`config.mk`:
```
export PLATFORM = sky130hd
export DESIGN_NAME = fetch_stage
export DESIGN_NICKNAME = d
export VERILOG_FILES = /design/src/rtl/fetch_stage.sv
export SDC_FILE = /design/constraint.sdc
export NUM_CORES = 1
export LEC_CHECK = 0
export BUFFER_PORTS_ARGS = -buffer_cell sky130_fd_sc_hd__buf_2
export CAP_MARGIN = 30
export CORE_MARGIN = 2
export CORE_UTILIZATION = 45
export CTS_BUF_LIST = sky130_fd_sc_hd__clkbuf_8
export CTS_CLUSTER_DIAMETER = 120
export DETAILED_ROUTE_END_ITERATION = 10
export PLACE_DENSITY = 0.67
export SLEW_MARGIN = 10
export SYNTH_ARGS = -nofsm -noshare
export SYNTH_HDL_FRONTEND = slang
export SYNTH_SLANG_ARGS = --single-unit
```
`constraint.sdc`:
```
create_clock -name clk_i -period 8.4 [get_ports clk_i]
set_input_delay 1.26 -clock clk_i [delete_from_list [all_inputs] [get_ports clk_i]]
set_output_delay 1.26 -clock clk_i [all_outputs]
set_load 0.02 [all_outputs]
```
`src/rtl/fetch_stage.sv`:
```
// Thumb instruction fetch stage: owns the fetch PC, issues credit-limited in-order
// memory requests, buffers responses in a small skid FIFO and feeds decode one slot per cycle.
module fetch_stage #(
  parameter int unsigned      WORD        = 32,
  parameter int unsigned      INSTR_WIDTH = 16,
  parameter logic [WORD-1:0]  RESET_PC    = '0,
  parameter logic [WORD-1:0]  PC_INC      = WORD'(2),
  parameter int unsigned      DEPTH       = 2
) (
  input  logic                   clk_i,
  input  logic                   reset_i,
  input  logic                   stall_i,
  input  logic                   flush_i,
  input  logic [WORD-1:0]        branch_target_i,
  output logic                   imem_req_o,
  output logic [WORD-1:0]        imem_addr_o,
  input  logic                   imem_ready_i,
  input  logic                   imem_rvalid_i,
  input  logic [INSTR_WIDTH-1:0] imem_rdata_i,
  output logic [INSTR_WIDTH-1:0] instruction_o,
  output logic                   is_valid_o,
  output logic [WORD-1:0]        program_counter_o
);

  // Handshakes: a request transfers on a cycle with imem_req_o & imem_ready_i;
  // a response transfers on any cycle with imem_rvalid_i (no back-pressure, in order);
  // decode consumes the output slot on every cycle with stall_i low.

  localparam int unsigned CNT_W = $clog2(DEPTH + 1);
  localparam int unsigned SUM_W = CNT_W + 2;
  localparam int unsigned PTR_W = (DEPTH > 1) ? $clog2(DEPTH) : 1;

  logic [WORD-1:0]        r_fetch_pc;
  logic [WORD-1:0]        r_resp_pc;
  logic [CNT_W-1:0]       r_inflight;
  logic [CNT_W-1:0]       r_drop_cnt;
  logic [CNT_W-1:0]       r_fifo_count;
  logic [PTR_W-1:0]       r_rd_ptr;
  logic [PTR_W-1:0]       r_wr_ptr;
  logic [INSTR_WIDTH-1:0] r_fifo_instr [DEPTH];
  logic [WORD-1:0]        r_fifo_pc    [DEPTH];
  logic [INSTR_WIDTH-1:0] r_instr;
  logic [WORD-1:0]        r_out_pc;
  logic                   r_out_valid;

  logic [SUM_W-1:0]       w_credit_used;
  logic                   w_has_credit;
  logic                   w_issue;
  logic                   w_resp_good;
  logic                   w_resp_stale;
  logic                   w_resp_take;
  logic                   w_out_load;
  logic                   w_fifo_empty;
  logic                   w_bypass;
  logic                   w_push;
  logic                   w_pop;

  function automatic logic [PTR_W-1:0] ptr_next(input logic [PTR_W-1:0] p);
    return (p == PTR_W'(DEPTH - 1)) ? '0 : p + 1'b1;
  endfunction

  // Stale responses still owed by memory count against credit, so the FIFO can
  // always absorb every response that will eventually be kept.
  assign w_credit_used = SUM_W'(r_inflight) + SUM_W'(r_drop_cnt) + SUM_W'(r_fifo_count);
  assign w_has_credit  = w_credit_used < SUM_W'(DEPTH);

  assign imem_req_o   = !reset_i && !flush_i && w_has_credit;
  assign imem_addr_o  = r_fetch_pc;
  assign w_issue      = imem_req_o && imem_ready_i;

  assign w_resp_good  = imem_rvalid_i && (r_drop_cnt == '0);
  assign w_resp_stale = imem_rvalid_i && (r_drop_cnt != '0);
  assign w_resp_take  = w_resp_good && !flush_i;

  assign w_out_load   = !stall_i && !flush_i;
  assign w_fifo_empty = (r_fifo_count == '0);
  assign w_bypass     = w_resp_take && w_fifo_empty && w_out_load;
  assign w_push       = w_resp_take && !w_bypass;
  assign w_pop        = w_out_load && !w_fifo_empty;

  assign instruction_o     = r_instr;
  assign is_valid_o        = r_out_valid;
  assign program_counter_o = r_out_pc;

  always_ff @(posedge clk_i) begin
    if (reset_i) begin
      r_fetch_pc <= RESET_PC;
      r_resp_pc  <= RESET_PC;
      r_inflight <= '0;
      r_drop_cnt <= '0;
    end else if (flush_i) begin
      r_fetch_pc <= branch_target_i;
      r_resp_pc  <= branch_target_i;
      r_inflight <= '0;
      // Everything still owed by memory becomes stale; one arriving now is discarded here.
      r_drop_cnt <= r_drop_cnt + r_inflight - CNT_W'(imem_rvalid_i);
    end else begin
      if (w_issue) begin
        r_fetch_pc <= r_fetch_pc + PC_INC;
      end
      if (w_resp_take) begin
        r_resp_pc <= r_resp_pc + PC_INC;
      end
      r_inflight <= r_inflight + CNT_W'(w_issue) - CNT_W'(w_resp_good);
      if (w_resp_stale) begin
        r_drop_cnt <= r_drop_cnt - 1'b1;
      end
    end
  end

  always_ff @(posedge clk_i) begin
    if (reset_i || flush_i) begin
      r_fifo_count <= '0;
      r_rd_ptr     <= '0;
      r_wr_ptr     <= '0;
    end else begin
      if (w_push) begin
        r_wr_ptr <= ptr_next(r_wr_ptr);
      end
      if (w_pop) begin
        r_rd_ptr <= ptr_next(r_rd_ptr);
      end
      r_fifo_count <= r_fifo_count + CNT_W'(w_push) - CNT_W'(w_pop);
    end
  end

  always_ff @(posedge clk_i) begin
    if (w_push) begin
      r_fifo_instr[r_wr_ptr] <= imem_rdata_i;
      r_fifo_pc[r_wr_ptr]    <= r_resp_pc;
    end
  end

  // The FIFO head always takes precedence over a fresh response to keep order.
  always_ff @(posedge clk_i) begin
    if (reset_i) begin
      r_instr     <= '0;
      r_out_pc    <= '0;
      r_out_valid <= 1'b0;
    end else if (flush_i) begin
      r_out_valid <= 1'b0;
    end else if (w_out_load) begin
      if (w_pop) begin
        r_instr     <= r_fifo_instr[r_rd_ptr];
        r_out_pc    <= r_fifo_pc[r_rd_ptr];
        r_out_valid <= 1'b1;
      end else if (w_bypass) begin
        r_instr     <= imem_rdata_i;
        r_out_pc    <= r_resp_pc;
        r_out_valid <= 1'b1;
      end else begin
        r_out_valid <= 1'b0;
      end
    end
  end

  a_no_orphan_response: assert property (@(posedge clk_i) disable iff (reset_i)
    imem_rvalid_i |-> (r_inflight != '0 || r_drop_cnt != '0));

  a_fifo_bound: assert property (@(posedge clk_i) disable iff (reset_i)
    r_fifo_count <= CNT_W'(DEPTH));

endmodule

```
== Word level (Yosys, flattened, before mapping) ==
Memories as Yosys holds them, arrays and structs flattened. A register that Yosys moved wholly into a read port is not among the register bits.
Cells that the tools add are included.

* Bits in registers: 121
* Input port bits: 54
* Logic and storage cells: 73
* Bits in writable memories: 96
* Memories kept: 2
* Output and inout bits: 82

{| class="wikitable"
|+ Memory list
! memory !! words !! width !! read ports !! clocked after memory_dff !! write ports !! line !! RTL
|-
| r_fifo_pc || 2 || 32 || 1 || 1 || 1 || 41 || <nowiki>logic [WORD-1:0] r_fifo_pc [DEPTH];</nowiki>
|-
| r_fifo_instr || 2 || 16 || 1 || 1 || 1 || 40 || <nowiki>logic [INSTR_WIDTH-1:0] r_fifo_instr [DEPTH];</nowiki>
|}

* Order comparisons: 1
* Bitwise gates (word level): 1
* Add/sub/neg operators: 13
* Mux-type cells: 20
* Reductions and logical operators: 26

{| class="wikitable"
|+ Operator list
! operator !! number
|-
| 32-bit 2-to-1 mux || 6
|-
| 32-bit by 2-bit adder with 32-bit output (second input constant) || 2
|-
| 16-bit 2-to-1 mux || 2
|-
| 1-bit logical AND || 11
|-
| 1-bit 2-to-1 mux || 10
|-
| 2-bit nonzero test || 5
|-
| 2-bit by 1-bit subtractor with 2-bit output || 3
|-
| 1-bit logical NOT || 5
|-
| 2-bit by 1-bit adder with 2-bit output || 2
|-
| 3-bit by 2-bit adder with 4-bit output || 1
|-
| 2-bit logical NOT || 2
|-
| 4-bit by 2-bit less-than comparator with 1-bit output (second input constant) || 1
|-
| 2-bit 2-to-1 mux || 2
|-
| 2-bit by 2-bit adder with 3-bit output || 1
|-
| 3-bit AND reduction || 1
|-
| 1-bit adder (second input constant) || 2
|-
| 2-bit adder || 1
|-
| 2-bit OR reduction || 1
|-
| 2-bit by 1-bit subtractor with 2-bit output (second input constant) || 1
|-
| 1-bit logical OR || 1
|-
| 1-bit NOT || 1
|}

== Logic depth before layout (Yosys ltp) ==
* Depth after elaboration: 9
* Depth in mapped cells: 16
* Gate-level depth less buffers: 13

== Worst setup path before layout ==
Ideal clock, no wire load.

* Path kind: input -> register
* From: input flush_i
* To: memory r_fifo_instr[0][0], enable pin
* Stages on the path: 4
* Setup time: 454 ps
* Data arrival time: 3861 ps
* Data required time: 7946 ps
* Buffers on the path: 1
* Setup slack: 4085 ps
* Cell sequence: clkbuf_1 nor3_1 inv_1 nor2_1

* Longest elaborated chain between the ends: 8
* Elaborated cells on any way between the ends: 9
* Those cells by class: mux: 2; reduce/logical: 7

{| class="wikitable"
|+ Ends and longest elaborated chain
! element !! line !! RTL
|-
| start, declared || 13 || <nowiki>input logic flush_i,</nowiki>
|-
| 1-bit logical NOT * || 73, 75 ||
|-
| 1-bit logical AND || 73 || <nowiki>assign w_resp_take = w_resp_good && !flush_i;</nowiki>
|-
| 1-bit logical AND (2 in series) || 77 || <nowiki>assign w_bypass = w_resp_take && w_fifo_empty && w_out_load;</nowiki>
|-
| 1-bit logical NOT || 78 || <nowiki>assign w_push = w_resp_take && !w_bypass;</nowiki>
|-
| 1-bit logical AND * || 78 ||
|-
| 1-bit 2-to-1 mux * || 128 || <nowiki>if (w_push) begin</nowiki>
|-
| 1-bit 2-to-1 mux (implied by the code) * || 129 || <nowiki>r_fifo_instr[r_wr_ptr] <= imem_rdata_i;</nowiki>
|-
| end, declared || 40 ||
|}

Mark *: on every way between the ends. The rest lies on a longest branch, timed or not.

== Worst setup path after layout ==
* From: register r_inflight[1]
* To: register r_inflight[1]

* Longest elaborated chain between the ends: 7

{| class="wikitable"
|+ Ends and longest elaborated chain
! element !! line !! RTL
|-
| start, declared || 35 || <nowiki>logic [CNT_W-1:0] r_inflight;</nowiki>
|-
| start signal, assigned || 104 || <nowiki>r_inflight <= r_inflight + CNT_W'(w_issue) - CNT_W'(w_resp_good);</nowiki>
|-
| 2-bit by 2-bit adder with 3-bit output || 64 || <nowiki>assign w_credit_used = SUM_W'(r_inflight) + SUM_W'(r_drop_cnt) + SUM_W'(r_fifo_count);</nowiki>
|-
| 3-bit by 2-bit adder with 4-bit output || 64 ||
|-
| 4-bit by 2-bit less-than comparator with 1-bit output || 65 || <nowiki>assign w_has_credit = w_credit_used < SUM_W'(DEPTH);</nowiki>
|-
| 1-bit logical AND || 67 || <nowiki>assign imem_req_o = !reset_i && !flush_i && w_has_credit;</nowiki>
|-
| 1-bit logical AND || 69 || <nowiki>assign w_issue = imem_req_o && imem_ready_i;</nowiki>
|-
| 2-bit by 1-bit adder with 2-bit output * || 104 ||
|-
| 2-bit by 1-bit subtractor with 2-bit output * || 104 ||
|}

Marks and branches as above.
A chain may end at the register's enable or synchronous reset.

==> results.yml <==
worst_setup_path:
  cp_top_family: "adder cells"
  cp_data_arrival_time_ps: 4270
  critPathKind: "flip-flop to flip-flop"
  cpPeakStageDelay_ps: 730
  start_kind: "flip-flop"
  critical_path_cell_count: 13
  endpoint_kind: "flip-flop"
  path_buf_inv: 4
  slowest_stage: "and3_1"
  rr_worst_depth: 13
  path_cells: "inv_1 > fa_1 > inv_1 > ha_1 > nor3b_1 > and3_1 > inv_2 > ha_1 > inv_1 > ha_1 > xor2_1 > xnor2_1 > nor2_1"
  cp_max_fo: 31
  worst_ep_required_time_ps: 8800
clock_tree:
  clk_pin_slew_worst_paths_ps: 60
  ctsHoldBuffers: 0
  clkSinkCount: 218
  cts_buffers: 38
  cts_setup_buffers: 0
  clockBufferDepth: 3
  cts.repair.resized: 0
  cts_tree: "built"
  ctsHtreeMaxLevel: 2
  worstSkewPairLatency_ps: 520
  cts_root_buffer: "clkbuf_8"
power:
  irDropWorstVdd_mv: 0.0821
  pwr-share-clk_pct: 37.9
  switchingPower_w: 0.000616
  power_frac_comb_pct: 10.3
  seqPwrFrac_pct: 51.9
  power_density_mw_per_mm2: 205
  total_power_w: 0.00232
  p_sw_share_pct: 26.5
  p_leak_nw: 4.23
  p_int_w: 0.00170
cells_and_area:
  fill_cells: 1898
  layout_commonest_cell: "buf_2"
  area_growth_pct: 16.3
  final-seq-area_mm2: 0.00533
  multi_input_area_mm2: 0.00410
  n_antenna_cell: 0
  final_nets: 1082
  drive_above_1_share_pct: 20.5
  fin_area_mm2: 0.0113
  mostFrequentLayoutCells: "buf_2, dfxtp_1, a211oi_1, edfxtp_1, nand2_1"
  final_cells: 1318
hold_path:
  min_path_type: "flip-flop to flip-flop"
  min_path_cells: 2
sta:
  rsz0062_at_grt: "false"
  final.min_clock_period_ps: 3870
  post-route-period-util_pct: 46.1
  finClkSkew_ps: 16.9
  setup_tns_ps: 0
  maxSlewViolCount: 0
  fmax_mhz: 258
  hold_ws_ps: 492
  hold_viol: 0
  relSlewSlack_pct: 34.0
  setup_viol: 0
  tightest_slew_ps: 989
die:
  core_mm2: 0.0212
  start_util_pct: 46.0
  die_x_um: 151
  io_pins: 136
  rows: 53
  dieArea_mm2: 0.0228
  die_y_um: 151
yosys:
  synth-edff-count: 96
  netlist_instances: 888
  synthesis.nets: 955
  ys_async_sr_fraction_pct: 0
  synth.distinct_cells: 55
  ys_seq_area_share_pct: 54.7
  ys.flop_type: "dfxtp_1"
  avgSynthCellArea_um2: 11.0
  synthesis.area_mm2: 0.00973
  ys_warn_count: 0
  synth_seq_cells: 218
placed_design:
  dp_cells: 1249
  dp_hpwl_um: 14900
  numPortBuffers: 135
  dpl-instance-area_mm2: 0.0106
  gp_congestion: 0.853
routing:
  viasPerCell: 5.52
  first_pass_iters: 4
  routed_wl_um: 23200
  drtIter0Drc: 501
  ant_nets: 0
  wl_per_cell_um: 17.6
  vias: 7279
  drc: 0
grt:
  grt_use_total_pct: 20.3
  grt_max_degree: 100
  grt_first_pass_wirelength_um: 36400
  grt_overflow_total: 0
  antenna_found_initial: 0
  grt_pass1_vias: 6895
status:
  outcome: "completed"
flow_run:
  max-cap-violations: 0
-- power by group through the flow --
stage	registers (W)	clock network, W	logic [W]
after global placement	0.00122	0	0.000234
after global routing	0.00121	0.000950	0.000263
final	0.00120	0.000879	0.000238
after detailed placement	0.00122	0	0.000238
after floorplan	0.00123	0	0.000141
after CTS	0.00120	0.000902	0.000239
-- cells in the mapped netlist, drive strengths merged (2+ instances only) --
| master | instances | area [um2] |
|---|---|---|
| and3 | 5 | 31.3 |
| nor3b | 2 | 15.0 |
| a21o | 4 | 30.0 |
| o211ai | 3 | 22.5 |
| and4 | 7 | 61.3 |
| o22ai | 11 | 68.8 |
| o21a | 3 | 22.5 |
| buf | 20 | 103 |
| nor3 | 14 | 80.1 |
| o21ai | 14 | 70.1 |
| o311ai | 2 | 17.5 |
| a21boi | 6 | 45.1 |
| inv | 22 | 82.6 |
| nor2 | 50 | 190 |
| nor4 | 13 | 145 |
| or3 | 6 | 37.5 |
| clkbuf | 38 | 143 |
| a211oi | 111 | 833 |
| and2 | 10 | 62.6 |
| nand2 | 64 | 270 |
| edfxtp | 96 | 2880 |
| mux2i | 51 | 510 |
| a221oi | 2 | 17.5 |
| nand4 | 21 | 153 |
| nand3 | 27 | 148 |
| ha | 12 | 150 |
| xor2 | 11 | 96.3 |
| nor2b | 49 | 307 |
| mux2 | 2 | 22.5 |
| a21oi | 23 | 115 |
| dfxtp | 122 | 2440 |
| a41oi | 2 | 17.5 |
| a31oi | 15 | 93.8 |
| a22oi | 6 | 45.0 |
| xnor2 | 36 | 315 |
-- per-layer routing --
layer / track usage, % / part of all wire [%]
met1: 29.9 / 49
met2: 30.6 / 43
met3: 3.70 / 6.7
met4: 5.93 / 1.5
met5: 0 / 0
-- worst paths after layout --
path,from,end,slack (ps)
worst max-delay path,r_inflight[1]$_SDFF_PP0_,r_inflight[1]$_SDFF_PP0_,4530
worst min-delay path,imem_addr_o[0]$_SDFFE_PP0P_,imem_addr_o[0]$_SDFFE_PP0P_,490
worst max register to register,r_inflight[1]$_SDFF_PP0_,r_inflight[1]$_SDFF_PP0_,4530
worst min register to register,imem_addr_o[0]$_SDFFE_PP0P_,imem_addr_o[0]$_SDFFE_PP0P_,490
-- cell families after synthesis --
family          count (synthesis)  synth area share, %
fa+ha+maj                      13                 1.75
xor+xnor                       47                 4.23
flops                         218                 54.7
mux                            53                 5.48
simple gates                  271                 15.7
compound gates                206                 14.7
buf+inv                        80                 3.37
-- area by class of cell --
class / count / area share (%)
clock buffers: 42 / 5.11
clock inverters: 26 / 0.962
inverters: 22 / 0.730
multi-input cells: 590 / 36.2
flip-flops and latches: 218 / 47.1
well taps: 275 / 3.04
repair buffers: 145 / 6.83
-- tightest hold or removal path, stage by stage (launching register included) --
cell and delay (ps):
dfxtp_1 320, nand2_1 60, a21oi_1 60
-- state kept, by name (all words and copies together) (netlist names), named ones only --
register,count
is_valid_o,1
r_inflight,2
r_fifo_pc,64
imem_addr_o,32
r_wr_ptr,1
r_fifo_count,2
r_rd_ptr,1
r_drop_cnt,2
r_fifo_instr,32
r_resp_pc,32
instruction_o,16
program_counter_o,32
-- per-stage QoR --
step,worst slack (ps),utilization (%)
final,4530,53.5
after detailed placement,4210,50.1
after CTS,4550,53.4
after global routing,4310,53.5
after global placement,4250,50.1
after floorplan,4090,-
(Power assumes the default switching activity.)
